### config.mk
export PLATFORM = sky130hd
export DESIGN_NAME = seg_frame_tx
export DESIGN_NICKNAME = d
export VERILOG_FILES = /design/src/rtl/seg_frame_tx.sv
export SDC_FILE = /design/constraint.sdc
export NUM_CORES = 1
export LEC_CHECK = 0
export ABC_CLOCK_PERIOD_IN_PS = 2200
export CAP_MARGIN = 20
export CORE_MARGIN = 4
export CORE_UTILIZATION = 50
export DETAILED_ROUTE_END_ITERATION = 16
export PLACE_DENSITY = 0.76
export SLEW_MARGIN = 20
export SYNTH_ARGS = -nofsm -noshare
export SYNTH_HDL_FRONTEND = slang
export SYNTH_SLANG_ARGS = --single-unit
### constraint.sdc
create_clock -name osc_clk -period 2.2 [get_ports osc_clk]
set_clock_uncertainty 0.1 [all_clocks]
set_input_delay 0.66 -clock osc_clk [delete_from_list [all_inputs] [get_ports osc_clk]]
set_output_delay 0.66 -clock osc_clk [all_outputs]
set_load 0.01 [all_outputs]
### src/rtl/seg_frame_tx.sv
// Encodes four hex digits (or a raw word) into a 32-bit segment frame and shifts it out MSB-first with a latch strobe.
// Frame takes 1+65*CLK_DIV+LATCH_CYC cycles from accept to done; start is ignored while busy (no queuing).
module seg_frame_tx #(
  parameter int CLK_DIV   = 4,
  parameter int LATCH_CYC = 4
) (
  input  logic        osc_clk,
  input  logic        rst_n,
  input  logic        start,
  input  logic [15:0] digits,
  input  logic        colon,
  input  logic [3:0]  blank_mask,
  input  logic        raw_mode,
  input  logic [31:0] raw_word,
  output logic        ser_clk,
  output logic        ser_data,
  output logic        ser_latch,
  output logic        busy,
  output logic        done
);

  localparam int PH_MAX = (CLK_DIV > LATCH_CYC) ? CLK_DIV : LATCH_CYC;
  localparam int PW     = (PH_MAX > 1) ? $clog2(PH_MAX) : 1;
  localparam logic [PW-1:0] DIV_LAST = PW'(CLK_DIV - 1);
  localparam logic [PW-1:0] LAT_LAST = PW'(LATCH_CYC - 1);

  typedef enum logic [2:0] {
    IDLE,
    BIT_LO,
    BIT_HI,
    GAP,
    LATCH
  } state_t;

  state_t          state_q, state_d;
  logic [PW-1:0]   phase_q, phase_d;
  logic [5:0]      bit_cnt_q, bit_cnt_d;
  logic [31:0]     shreg_q, shreg_d;
  logic            ser_clk_q, ser_clk_d;
  logic            ser_data_q, ser_data_d;
  logic            ser_latch_q, ser_latch_d;
  logic            busy_q, busy_d;
  logic            done_q, done_d;

  logic [6:0]      seg_enc [4];
  logic [31:0]     frame_word;

  function automatic logic [6:0] seg7(input logic [3:0] code);
    case (code)
      4'h0:    seg7 = 7'h3F;
      4'h1:    seg7 = 7'h06;
      4'h2:    seg7 = 7'h5B;
      4'h3:    seg7 = 7'h4F;
      4'h4:    seg7 = 7'h66;
      4'h5:    seg7 = 7'h6D;
      4'h6:    seg7 = 7'h7D;
      4'h7:    seg7 = 7'h07;
      4'h8:    seg7 = 7'h7F;
      4'h9:    seg7 = 7'h6F;
      4'hA:    seg7 = 7'h77;
      4'hB:    seg7 = 7'h7C;
      4'hC:    seg7 = 7'h39;
      4'hD:    seg7 = 7'h5E;
      4'hE:    seg7 = 7'h79;
      default: seg7 = 7'h71;
    endcase
  endfunction

  always_comb begin
    for (int i = 0; i < 4; i++) begin
      seg_enc[i] = blank_mask[i] ? 7'h00 : seg7(digits[4*i +: 4]);
    end
    frame_word = raw_mode ? raw_word
                          : {colon, seg_enc[3], 1'b0, seg_enc[2], 1'b0, seg_enc[1], 1'b0, seg_enc[0]};
  end

  always_comb begin
    state_d     = state_q;
    phase_d     = phase_q;
    bit_cnt_d   = bit_cnt_q;
    shreg_d     = shreg_q;
    ser_clk_d   = ser_clk_q;
    ser_data_d  = ser_data_q;
    ser_latch_d = ser_latch_q;
    busy_d      = busy_q;
    done_d      = 1'b0;

    case (state_q)
      IDLE: begin
        if (start) begin
          state_d     = BIT_LO;
          phase_d     = '0;
          bit_cnt_d   = '0;
          shreg_d     = frame_word;
          ser_data_d  = frame_word[31];
          ser_clk_d   = 1'b0;
          ser_latch_d = 1'b0;
          busy_d      = 1'b1;
        end
      end
      BIT_LO: begin
        if (phase_q == DIV_LAST) begin
          state_d   = BIT_HI;
          phase_d   = '0;
          ser_clk_d = 1'b1;
        end else begin
          phase_d = phase_q + PW'(1);
        end
      end
      BIT_HI: begin
        if (phase_q == DIV_LAST) begin
          phase_d   = '0;
          shreg_d   = shreg_q << 1;
          ser_clk_d = 1'b0;
          // Data only moves on the falling edge so the receiver sees it stable across the whole high phase.
          if (bit_cnt_q == 6'd31) begin
            state_d    = GAP;
            ser_data_d = 1'b0;
          end else begin
            state_d    = BIT_LO;
            bit_cnt_d  = bit_cnt_q + 6'd1;
            ser_data_d = shreg_q[30];
          end
        end else begin
          phase_d = phase_q + PW'(1);
        end
      end
      GAP: begin
        if (phase_q == DIV_LAST) begin
          state_d     = LATCH;
          phase_d     = '0;
          ser_latch_d = 1'b1;
        end else begin
          phase_d = phase_q + PW'(1);
        end
      end
      LATCH: begin
        if (phase_q == LAT_LAST) begin
          state_d     = IDLE;
          phase_d     = '0;
          ser_latch_d = 1'b0;
          busy_d      = 1'b0;
          done_d      = 1'b1;
        end else begin
          phase_d = phase_q + PW'(1);
        end
      end
      default: begin
        state_d = IDLE;
      end
    endcase
  end

  always_ff @(posedge osc_clk) begin
    if (!rst_n) begin
      state_q     <= IDLE;
      phase_q     <= '0;
      bit_cnt_q   <= '0;
      shreg_q     <= '0;
      ser_clk_q   <= 1'b0;
      ser_data_q  <= 1'b0;
      ser_latch_q <= 1'b0;
      busy_q      <= 1'b0;
      done_q      <= 1'b0;
    end else begin
      state_q     <= state_d;
      phase_q     <= phase_d;
      bit_cnt_q   <= bit_cnt_d;
      shreg_q     <= shreg_d;
      ser_clk_q   <= ser_clk_d;
      ser_data_q  <= ser_data_d;
      ser_latch_q <= ser_latch_d;
      busy_q      <= busy_d;
      done_q      <= done_d;
    end
  end

  assign ser_clk   = ser_clk_q;
  assign ser_data  = ser_data_q;
  assign ser_latch = ser_latch_q;
  assign busy      = busy_q;
  assign done      = done_q;

endmodule

* Word-level counts from Yosys, hierarchy flattened
Memories as Yosys holds them, arrays and structs flattened. Index checks and enable logic that the tools add are counted.
Storage, ports and cells: memories 4, ROM bits 448, register bits after elaboration 47, bits of input ports 57
Memory list:
- (name not given) | words 16, bits a word 7, rd ports 1, clocked after memory_dff 0, wr ports 0, line 49 | case (code)
- (name not given) | words 16, bits a word 7, rd ports 1, clocked after memory_dff 0, wr ports 0, line 49
- (name not given) | words 16, bits a word 7, rd ports 1, clocked after memory_dff 0, wr ports 0, line 49
- (name not given) | words 16, bits a word 7, rd ports 1, clocked after memory_dff 0, wr ports 0, line 49
Cells by class: multiplexer cells 34, add/sub/neg operators 2, eq/ne operators 12, reductions and logical operators 15
Operator list (count):
- 31-bit 2-to-1 mux | 2
- 31-bit case mux with 2 select lines | 1
- 32-bit 2-to-1 mux | 1
- 7-bit 2-to-1 mux | 4
- 6-bit 2-to-1 mux | 3
- 3-bit 2-to-1 mux | 5
- 3-bit case mux with 5 select lines | 1
- 2-bit != test (second input constant) | 6
- 6-bit case mux with 2 select lines | 1
- 4-bit AND reduction | 3
- 1-bit 2-to-1 mux | 8
- 6-bit by 1-bit adder with 6-bit output (second input constant) | 1
- 3-bit by 2-bit == test with 1-bit output (second input constant) | 2
- 6-bit by 5-bit == test with 1-bit output (second input constant) | 1
- 2-bit 2-to-1 mux | 3
- 1-bit case mux with 3 select lines | 2
- 3-bit AND reduction | 2
- 2-bit nonzero test | 3
- 3-bit nonzero test | 2
- 5-bit AND reduction | 1
- 1-bit case mux with 2 select lines | 2
- 2-bit case mux with 2 select lines | 1
- 2-bit AND reduction | 2
- 4-bit OR reduction | 1
- other kinds (5) | 5

* Depth between registers and ports, before layout
Gate-level depths: netlist of run 1. An unclocked memory read counts as a cell.
depth after elaboration 5, mapped depth 7, depth with buffers taken out 6

* Worst setup path before layout of run 1
No wires, ideal clock.
kind input to register, from input digits[4], to register shreg_q[11], arrival time 1.856 ns, slack 0.174 ns, setup time 0.070 ns, buffers on the path 0, stages 6, cell sequence inv_1 ha_1 inv_1 mux4_2 or3_1 a21oi_1
Between the ends: word-level cells in the longest chain between the ends 5
RTL lines:
- from (decl) | line 10 | input logic [15:0] digits,
- memory 16 x 7 bit
- 7-bit 2-to-1 mux | line 71 | seg_enc[i] = blank_mask[i] ? 7'h00 : seg7(digits[4*i +: 4]);
- 32-bit 2-to-1 mux | line 73 | frame_word = raw_mode ? raw_word
- 31-bit 2-to-1 mux | line 90 | if (start) begin
- 31-bit case mux with 2 select lines | line 88 | case (state_q)
- to (signal assigned) | line 169 | shreg_q <= shreg_d;
- to (decl) | line 38 | logic [31:0] shreg_q, shreg_d;
No other way between the ends. The select of a mux whose other input is x is not followed. A chain may end at the register's enable or synchronous reset.

* Worst setup path in the final report of run 1
from input start, to register shreg_q[8]
Between the ends: word-level cells in the longest chain between the ends 2
RTL lines:
- from (decl) | line 9 | input logic start,
- 2-bit != test (no line)
- 3-bit AND reduction (no line)
No other way between the ends.

==> run metrics, run 1 <==
status completed; area fraction of the dominant cell type after synthesis 26.2%; worst r2r path cells 6; vias per cell 5.75; CP endpoint shreg_q[8]; Final Critical Period 2140 ps; dominant cell type by area after synthesis dfxtp_1; first-pass GRT wire length 16.2 mm; Tot Pwr 0.00217 W; remaining antenna violation count after routing 0; drt first-iter violations 139; cell area after layout 4880 um^2; Yosys warnings 0; Post-DP HPWL 7.52 mm; critical path arrival around 2200 ps; Layout fillers 563; final wirelength around 9.7 mm; mux cell area share after synthesis 8.54%; Post-CTS Setup Bufs 0; PortBufs 61; Mapped Area approximately 3600 um^2; initial core utilization 52.2%; CTS Root Cell clkbuf_8; drt wl/cell 15.6 um; relative slew slack roughly 67%; largest net degree at the start of global routing 34; DR DRC count 0; Post-Synth Simple-Gate Area around 24%; max-cap violation count 0; num rows 30; CTS Sinks 47; leakage 1.93 nW; synthesized area per cell 8.73 um^2; post-synthesis register bit count 47; worst setup path class in -> reg; compound-gate portion of the synthesized area 25.2%; sequential fraction of the synthesis area a little over a quarter; Synth Area in Adders 9.07%; Reg-to-Reg Start state_q[2]; hold wc startpoint ser_data; IO Count 62; n_diodes 0; CTS tree done; Worst path slowest cell clkdlybuf4s50_1; 1st-pass router iterations 4; Post-Syn Nets slightly below 500; Clock transition at path regs 100 ps; total core area 6870 um^2; CP delay by family, top buffers and inverters; GP Congestion 0.938; endpoints failing setup 0; share of cells above drive strength 1 28.3%; initial antenna violation count 0; number of synthesized flops with an enable pin 0; H-Tree Depth 2; DIE HEIGHT a little over 90 um; Critical path buffers and inverters 3; Most used DFF post-synth dfxtp_1; Max stage delay on crit path around 480 ps; worst setup path startpoint start; XOR/XNOR Fraction of Synth Area 0%; count of final hold-check violations 0; IR drop worst, VDD 0.238 mV; CP Capture Type flip-flop; crit-path max FO 16; Area contributors post-synth dfxtp_1 26%, ha_1 9.1%, a221oi_2 7.1%, nor2_1 4.1%, nor3_1 3.5%; CP required roughly 2300 ps; CP cell instances clkdlybuf4s50_1, or4b_1, buf_4, buf_12, a221oi_4, a211oi_1; critical path depth 6; P&R area growth vs syn 36.1%; FF-to-FF End shreg_q[25]; TritonCTS Buffers 5; RSZ-0062 raised after global routing false; total track usage 22.9%; Max Slew Vio Count 0; vias in the first global route 3515; Tightest Pin Transition slightly below 500 ps; Async SR Flop Fraction 0%; Die Width between 90 and 100 um; gr ovfl total 0; Post-CTS Hold Fix Bufs 0; Synth Instances 411; placed cell area between 4000 and 5000 um^2; Clock Tree Buf Depth 2; nets@finish 605; Worst-Skew Late Latency 310 ps; power density cells 444 nW/um^2; FF-to-FF setup slack between 300 and 400 ps; Hold Path Class reg -> reg; die area roughly 8600 um^2; achievable frequency 467 MHz; DR vias between 3000 and 4000; CP startpoint kind input pin; final worst path period share 97.3%; main combinational cell family by area after synthesis compound AO/OA/AOI/OAI gates; Yosys cell types 58
## through the flow
step / utilization (%) / setup TNS, ps / std cells / hold slack [ps] / worst slack (ps)
3_5_place_dp: 69.3 / -9380 / 611 / 349 / -459
6_report: 71.1 / 0 / 619 / 357 / 59.0
4_1_cts: 70.6 / 0 / 619 / 358 / 37.3
3_3_place_gp: 69.3 / -7870 / 611 / 346 / -353
5_1_grt: 71.1 / 0 / 619 / 383 / 9.98
2_1_floorplan: - / 0 / 411 / 341 / 174
## power breakdown
| part | total [W] | internal (W) | leakage, nW | switching [W] |
|---|---|---|---|---|
| sequential | 0.000936 | 0.000904 | 0.386 | 0.0000322 |
| combinational | 0.000658 | 0.000346 | 1.49 | 0.000312 |
| clock | 0.000574 | 0.000257 | 0.0474 | 0.000317 |
## worst min path at each step
stage	slack, ps	depth (start not counted)	end
after floorplan	340	2	shreg_q[16]
after global placement	350	2	busy
after detailed placement	350	2	ser_data
after CTS	360	2	ser_data
after global routing	380	2	ser_data
final	360	2	ser_data
## placed cells by master, fill, tap and decap left out, drive strengths merged, types with 5 or more instances in the layout
| cell type | n |
|---|---|
| a221oi | 18 |
| a311oi | 6 |
| o211ai | 8 |
| buf | 77 |
| nor4 | 17 |
| nand2 | 31 |
| o21ai | 15 |
| mux2 | 12 |
| dfxtp | 47 |
| a22oi | 5 |
| inv | 19 |
| nor3 | 25 |
| clkbuf | 6 |
| ha | 26 |
| nor2 | 41 |
| dlygate4sd2 | 8 |
| nand3 | 10 |
| a21oi | 24 |
| nor2b | 9 |
| clkdlybuf4s50 | 52 |
| mux2i | 10 |
## logic make-up after synthesis
group | count (synthesis)
buf+inv | 52
mux | 25
fa+ha+maj | 26
simple gates | 155
compound gates | 106
flops | 47
## layer usage
layer	GRT usage (%)	vias to the layer above	routed length, um
met1	28.6	1707	4310
met5	0	-	0
li1	-	1757	-
met2	40.5	80	4890
met4	7.20	0	152
met3	3.09	16	328
## flip-flops by register name (all words and copies together), names as in the netlist
register,count
shreg_q,31
bit_cnt_q,6
state_q,3
phase_q,2
busy,1
done,1
ser_clk,1
ser_data,1
ser_latch,1
## synthesized netlist by cell type, drive strengths merged (10+ instances only)
| cell | number |
|---|---|
| mux2i | 10 |
| a21oi | 24 |
| buf | 22 |
| ha | 26 |
| mux2 | 12 |
| nand3 | 10 |
| nor3 | 25 |
| nor2 | 41 |
| a221oi | 18 |
| nor4 | 17 |
| nand2 | 31 |
| clkbuf | 11 |
| dfxtp | 47 |
| o21ai | 15 |
| inv | 19 |
## worst register-to-register path: cells and delay by family, from the launching register on
family / cells / cell delay, ps
flip-flops: 1 / 360
AND/OR/NAND/NOR: 3 / 800
buffers and inverters: 2 / 420
AO/OA/AOI/OAI: 1 / 80
## timing repair
action,CTS,global route
endpoints found under the setup margin,5,2
gates resized for setup,14,6
pin swaps,3,2
## cell type report
type	count	area, um^2	share of cell area [%]
repair buffers	137	1220	24.9
inverters	19	71.3	1.46
clock inverters	2	16.3	0.333
well taps	96	120	2.46
flip-flops and latches	47	941	19.3
clock buffers	6	82.6	1.69
multi-input cells	312	2430	49.9
Note: power is estimated with default switching activity, not from simulation.
==> run 2, diff against run 1 <==
--- a/config.mk
+++ b/config.mk
@@ -9,8 +9,10 @@
 export CAP_MARGIN = 20
 export CORE_MARGIN = 4
 export CORE_UTILIZATION = 50
+export CTS_BUF_LIST = sky130_fd_sc_hd__clkbuf_8
 export DETAILED_ROUTE_END_ITERATION = 16
 export PLACE_DENSITY = 0.76
+export RECOVER_POWER = 100
 export SLEW_MARGIN = 20
 export SYNTH_ARGS = -nofsm -noshare
 export SYNTH_HDL_FRONTEND = slang
==> run metrics, run 2 (synthesis results as in run 1) <==
achievable frequency 466 MHz (was 467 MHz); CP delay by family, top buffers and inverters (unchanged); die area 8600 um^2 (unchanged); Post-DP HPWL 7.52 mm (unchanged); Layout fillers 570 (was 563); Clk pwr share 26.6% (was 26.5%); Max stage delay on crit path 490 ps (was 480 ps); Worst path slowest cell clkdlybuf4s50_1 (unchanged); power density cells 445 nW/um^2 (was 444 nW/um^2); Hold Path Class reg -> reg (unchanged); switch share 30.5% (about the same); Int Power 0.00150 W (was 0.00151 W); 1st-pass router iterations 4 (unchanged); RSZ-0062 raised after global routing false (unchanged); vias in the first global route 3515 (unchanged); nets@finish 605 (unchanged); P&R area growth vs syn 35.4% (was 36.1%); CP Capture Type flip-flop (unchanged); TritonCTS Buffers 5 (unchanged); CP startpoint kind input pin (unchanged); Max Slew Vio Count 0 (unchanged); CTS tree done (unchanged); Largest Register shreg_q (unchanged); n_diodes 0 (unchanged); endpoints failing setup 0 (unchanged); Post-CTS Setup Bufs 0 (unchanged); status completed (unchanged); largest net degree at the start of global routing 34 (unchanged); Worst-Skew Late Latency 310 ps (about the same); DR DRC count 0 (unchanged); Clock transition at path regs 90 ps (was 100 ps); critical path arrival 2260 ps (was 2240 ps); share of cells above drive strength 1 27.5% (was 28.3%); Clock Tree Buf Depth 2 (unchanged); final worst path period share 97.5% (was 97.3%); commonest non-fill, non-tap cell in the layout buf_4 (unchanged); Sequential Power Share 43.3% (was 43.2%); PortBufs 61 (unchanged); gr ovfl total 0 (unchanged); dpl ws -459 ps (unchanged); DIE HEIGHT 92.7 um (unchanged); remaining antenna violation count after routing 0 (unchanged); Die Width 92.7 um (unchanged); Tightest Pin Transition 476 ps (was 487 ps); crit-path max FO 31 (was 16); cell area after layout 4860 um^2 (was 4880 um^2); biggest regs shreg_q: 31 flops, bit_cnt_q: 6 flops, state_q: 3 flops (unchanged); total core area 6870 um^2 (unchanged); CP required 2320 ps (was 2300 ps); Net Sw Power 0.000660 W (was 0.000661 W); H-Tree Depth 2 (unchanged); max-cap violation count 0 (unchanged); GP Congestion 0.938 (unchanged); CP cell instances clkdlybuf4s50_1, buf_4, mux2_4, and2_1, buf_12, nor2_1, a2111oi_4 (was clkdlybuf4s50_1, or4b_1, buf_4, buf_12, a221oi_4, a211oi_1); CTS Sinks 47 (unchanged); max reg flops 31 (unchanged); initial antenna violation count 0 (unchanged); setup TNS 0 ps (unchanged); initial core utilization 52.2% (unchanged); hold slack final 352 ps (was 357 ps); vias per cell 5.72 (was 5.75); IO Count 62 (unchanged); non-filler cells, final 619 (unchanged); IR drop worst, VDD 0.237 mV (was 0.238 mV); num rows 30 (unchanged); DR vias 3542 (was 3560); count of final hold-check violations 0 (unchanged); drt first-iter violations 141 (was 139); most frequent cells in the layout 70 x buf_4, 47 x dfxtp_1, 46 x clkdlybuf4s50_1 (was 72 x buf_4, 52 x clkdlybuf4s50_1, 47 x dfxtp_1); Worst Setup Slack, final 56.0 ps (was 59.0 ps); Comb pwr share 30.1% (was 30.3%); final wirelength 9.65 mm (was 9.68 mm); relative slew slack 68.0% (was 67.3%); first-pass GRT wire length 16.2 mm (unchanged); total track usage 22.9% (unchanged); Critical path buffers and inverters 3 (unchanged); worst setup path class in -> reg (unchanged); placed cell area 4760 um^2 (unchanged); CTS Root Cell clkbuf_8 (unchanged); Placed Cells 611 (unchanged); leakage 1.94 nW (was 1.93 nW); drt wl/cell 15.6 um (about the same); Final Critical Period 2140 ps (about the same)
[run 2: cell types whose count changed in the layout (fill, tap and decap cells not counted)]
cell             previous run  this run
a211oi_2                    1         0
dlygate4sd3_1               0         6
or4_1                       2         3
clkbuf_4                    0         1
clkbuf_2                    0         1
clkdlybuf4s50_1            52        46
nor4_2                     10         8
or4_4                       1         0
nor4_1                      6         8
a211oi_1                    3         4
buf_4                      72        70
[run 2: timing repair]
item,in CTS,in global routing
resized for setup,14,6
pin swaps,3,2
hold buffers,0,0
endpoints found under the setup margin,5,2
endpoints found under the hold margin,0,0
[run 2: final cells by class]
cell class	instances	area, um^2	share of cell area (%)
sequential	47	941	19.4
tap	96	120	2.47
clock buffer	6	82.6	1.70
multi-input combinational	312	2410	49.7
clock inverter	2	16.3	0.335
inverter	19	71.3	1.47
timing repair buffer	137	1210	25.0
[run 2: power by group through the flow]
stage               registers [W]  clock network (W)  logic (W)
floorplan                0.000946                  0   0.000357
CTS                      0.000935           0.000580   0.000648
detailed placement       0.000955                  0   0.000648
finish                   0.000936           0.000576   0.000651
global placement         0.000953                  0   0.000629
global route             0.000941           0.000624   0.000709
[run 2: path summary, 6_finish.rpt]
| check | from | end | slack (ps) | depth (start not counted) |
|---|---|---|---|---|
| max | start | shreg_q[25] | 60 | 7 |
| max reg2reg | state_q[2] | shreg_q[25] | 340 | 6 |
| min reg2reg | ser_data | ser_data | 350 | 2 |
| min | ser_data | ser_data | 350 | 2 |
[run 2: worst register-to-register path, delay by kind of cell (launching register included)]
family / cells / cell delay, ps
AO/OA/AOI/OAI: 1 / 80
buffers and inverters: 2 / 420
AND/OR/NAND/NOR: 3 / 800
flip-flops: 1 / 350
[run 2: layer usage]
metal  vias to the layer above  part of all wire [%]  track usage (%)  routed length [um]
met5                         -                     0                0                   0
met4                         0                   1.5             7.20                 140
met3                        13                   3.6             3.09                 348
met2                        73                    51             40.5                4910
met1                      1698                    44             28.6                4250
li1                       1758                     -                -                   -
[run 2: metrics by stage]
step                      power, W  util (%)
after floorplan            0.00130         -
after global placement     0.00158      69.3
after detailed placement   0.00160      69.3
after CTS                  0.00216      70.6
after global routing       0.00227      70.7
final                      0.00216      70.7
==> run 3, diff against run 2 <==
--- a/config.mk
+++ b/config.mk
@@ -11,8 +11,10 @@
 export CORE_UTILIZATION = 50
 export CTS_BUF_LIST = sky130_fd_sc_hd__clkbuf_8
 export DETAILED_ROUTE_END_ITERATION = 16
+export GPL_TIMING_DRIVEN = 0
 export PLACE_DENSITY = 0.76
 export RECOVER_POWER = 100
+export SKIP_CTS_REPAIR_TIMING = 1
 export SLEW_MARGIN = 20
 export SYNTH_ARGS = -nofsm -noshare
 export SYNTH_HDL_FRONTEND = slang
==> run metrics, run 3 (synthesis results as in run 1) <==
endpoints failing setup 1 (was 0); final wirelength 9.88 mm (was 9.65 mm); Worst path slowest cell clkdlybuf4s50_1 (unchanged); TritonCTS Buffers 5 (unchanged); Worst Setup Slack, final -26.9 ps (was 56.0 ps); switch share 29.3% (was 30.5%); initial core utilization 52.2% (unchanged); CP delay by family, top buffers and inverters (unchanged); Hold Path Class reg -> reg (unchanged); DIE HEIGHT 92.7 um (unchanged); Sequential Power Share 44.0% (was 43.3%); count of final hold-check violations 0 (unchanged); dpl ws -591 ps (was -459 ps); Int Power 0.00150 W (about the same); P&R area growth vs syn 23.2% (was 35.4%); Tightest Pin Transition 857 ps (was 476 ps); IO Count 62 (unchanged); largest net degree at the start of global routing 15 (was 34); Post-DP HPWL 7.26 mm (was 7.52 mm); most frequent cells in the layout 47 x dfxtp_1, 43 x clkdlybuf4s50_1, 37 x nor2_1 (was 70 x buf_4, 47 x dfxtp_1, 46 x clkdlybuf4s50_1); Largest Register shreg_q (unchanged); initial antenna violation count 0 (unchanged); drt wl/cell 17.3 um (was 15.6 um); CP cell instances clkdlybuf4s50_1, clkbuf_4, nor2_2, nand2_1, a21o_1, a2111oi_2 (was clkdlybuf4s50_1, buf_4, mux2_4, and2_1, buf_12, nor2_1, a2111oi_4); Worst-Skew Late Latency 300 ps (was 310 ps); gr ovfl total 0 (unchanged); crit-path max FO 10 (was 31); H-Tree Depth 2 (unchanged); Clk pwr share 29.1% (was 26.6%); critical path arrival 2330 ps (was 2260 ps); relative slew slack 42.8% (was 68.0%); failing checks setup timing; n_diodes 0 (unchanged); biggest regs shreg_q: 31 flops, bit_cnt_q: 6 flops, state_q: 3 flops (unchanged); total track usage 22.7% (was 22.9%); leakage 1.72 nW (was 1.94 nW); Comb pwr share 26.9% (was 30.1%); hold slack final 351 ps (was 352 ps); commonest non-fill, non-tap cell in the layout dfxtp_1 (was buf_4); worst setup path class in -> reg (unchanged); Net Sw Power 0.000622 W (was 0.000660 W); FF-to-FF setup slack 30 ps (was 340 ps); PortBufs 57 (was 61); Clock Tree Buf Depth 2 (unchanged); Die Width 92.7 um (unchanged); status complete, but fails checks (was completed); Critical path buffers and inverters 2 (was 3); drt first-iter violations 234 (was 141); final worst path period share 101% (was 97.5%); Max stage delay on crit path 510 ps (was 490 ps); CTS tree done (unchanged); Max Slew Vio Count 0 (unchanged); 1st-pass router iterations 6 (was 4); CTS Root Cell clkbuf_8 (unchanged); num rows 30 (unchanged); IR drop worst, VDD 0.250 mV (was 0.237 mV); DR DRC count 0 (unchanged); CP startpoint kind input pin (unchanged); remaining antenna violation count after routing 0 (unchanged); nets@finish 558 (was 605); die area 8600 um^2 (unchanged); CP Capture Type flip-flop (unchanged); first-pass GRT wire length 15.8 mm (was 16.2 mm); share of cells above drive strength 1 17.7% (was 27.5%); max reg flops 31 (unchanged); achievable frequency 449 MHz (was 466 MHz); vias in the first global route 3208 (was 3515); Final Critical Period 2230 ps (was 2140 ps); RSZ-0062 raised after global routing true (was false); CP required 2300 ps (was 2320 ps); GP Congestion 0.889 (was 0.938); vias per cell 6.06 (was 5.72); CTS Sinks 47 (unchanged); DR vias 3462 (was 3542); power density cells 481 nW/um^2 (was 445 nW/um^2); Clock transition at path regs 90 ps (about the same); max-cap violation count 0 (unchanged); total core area 6870 um^2 (unchanged)
==> run 3: changes by cell type in the layout (fill, tap and decap cells not counted), moves of 8 or more <==
cell	before	now
buf_4	70	3
dlygate4sd2_1	8	0
clkbuf_1	0	11
dlymetal6s2s_1	0	9
==> run 3: through the flow <==
stage | instance area [um^2] | TNS [ps] | std cells | power [W] | util [%]
CTS | 4390 | -2410 | 571 | 0.00213 | 63.8
finish | 4420 | -26.9 | 571 | 0.00213 | 64.4
global placement | 4280 | -13200 | 564 | 0.00151 | 62.3
detailed placement | 4280 | -13820 | 564 | 0.00152 | 62.3
floorplan | 3590 | 0 | 411 | 0.00130 | -
global route | 4420 | -316 | 571 | 0.00223 | 64.4
==> run 3: worst reg2reg max path, cell delays in order (launching register included) <==
cell and delay, ps:
dfxtp_1 350, ha_1 270, mux2_1 360, nand2_1 260, clkbuf_2 340, nor3_1 120
a2111oi_2 280
==> run 3: power groups by stage <==
stage          clock [W]  combinational, W  sequential [W]
3_5_place_dp           0          0.000566        0.000953
4_1_cts         0.000630          0.000569        0.000933
2_1_floorplan          0          0.000357        0.000946
3_3_place_gp           0          0.000554        0.000952
6_report        0.000619          0.000573        0.000935
5_1_grt         0.000671          0.000621        0.000940
==> run 3: final timing paths <==
check | startpoint | cells past startpoint | to
min reg2reg | ser_data | 2 | ser_data
max reg2reg | phase_q[0] | 6 | shreg_q[9]
min | ser_data | 2 | ser_data
max | raw_mode | 6 | shreg_q[17]
==> run 3: metal layers <==
metal	GRT usage, %	routed length [um]	up-vias
met1	30.3	4500	1657
met3	4.14	550	19
met2	37.5	4660	120
li1	-	-	1666
met4	6.11	172	0
met5	0	0	-
==> run 3: final cells by class <==
type / count / area, um^2
fillers: 580 / 2450
clock inverters: 2 / 37.5
multi-input cells: 312 / 2410
plain buffers: 33 / 181
flip-flops and latches: 47 / 941
well taps: 96 / 120
clock buffers: 5 / 68.8
repair buffers: 57 / 593
inverters: 19 / 71.3
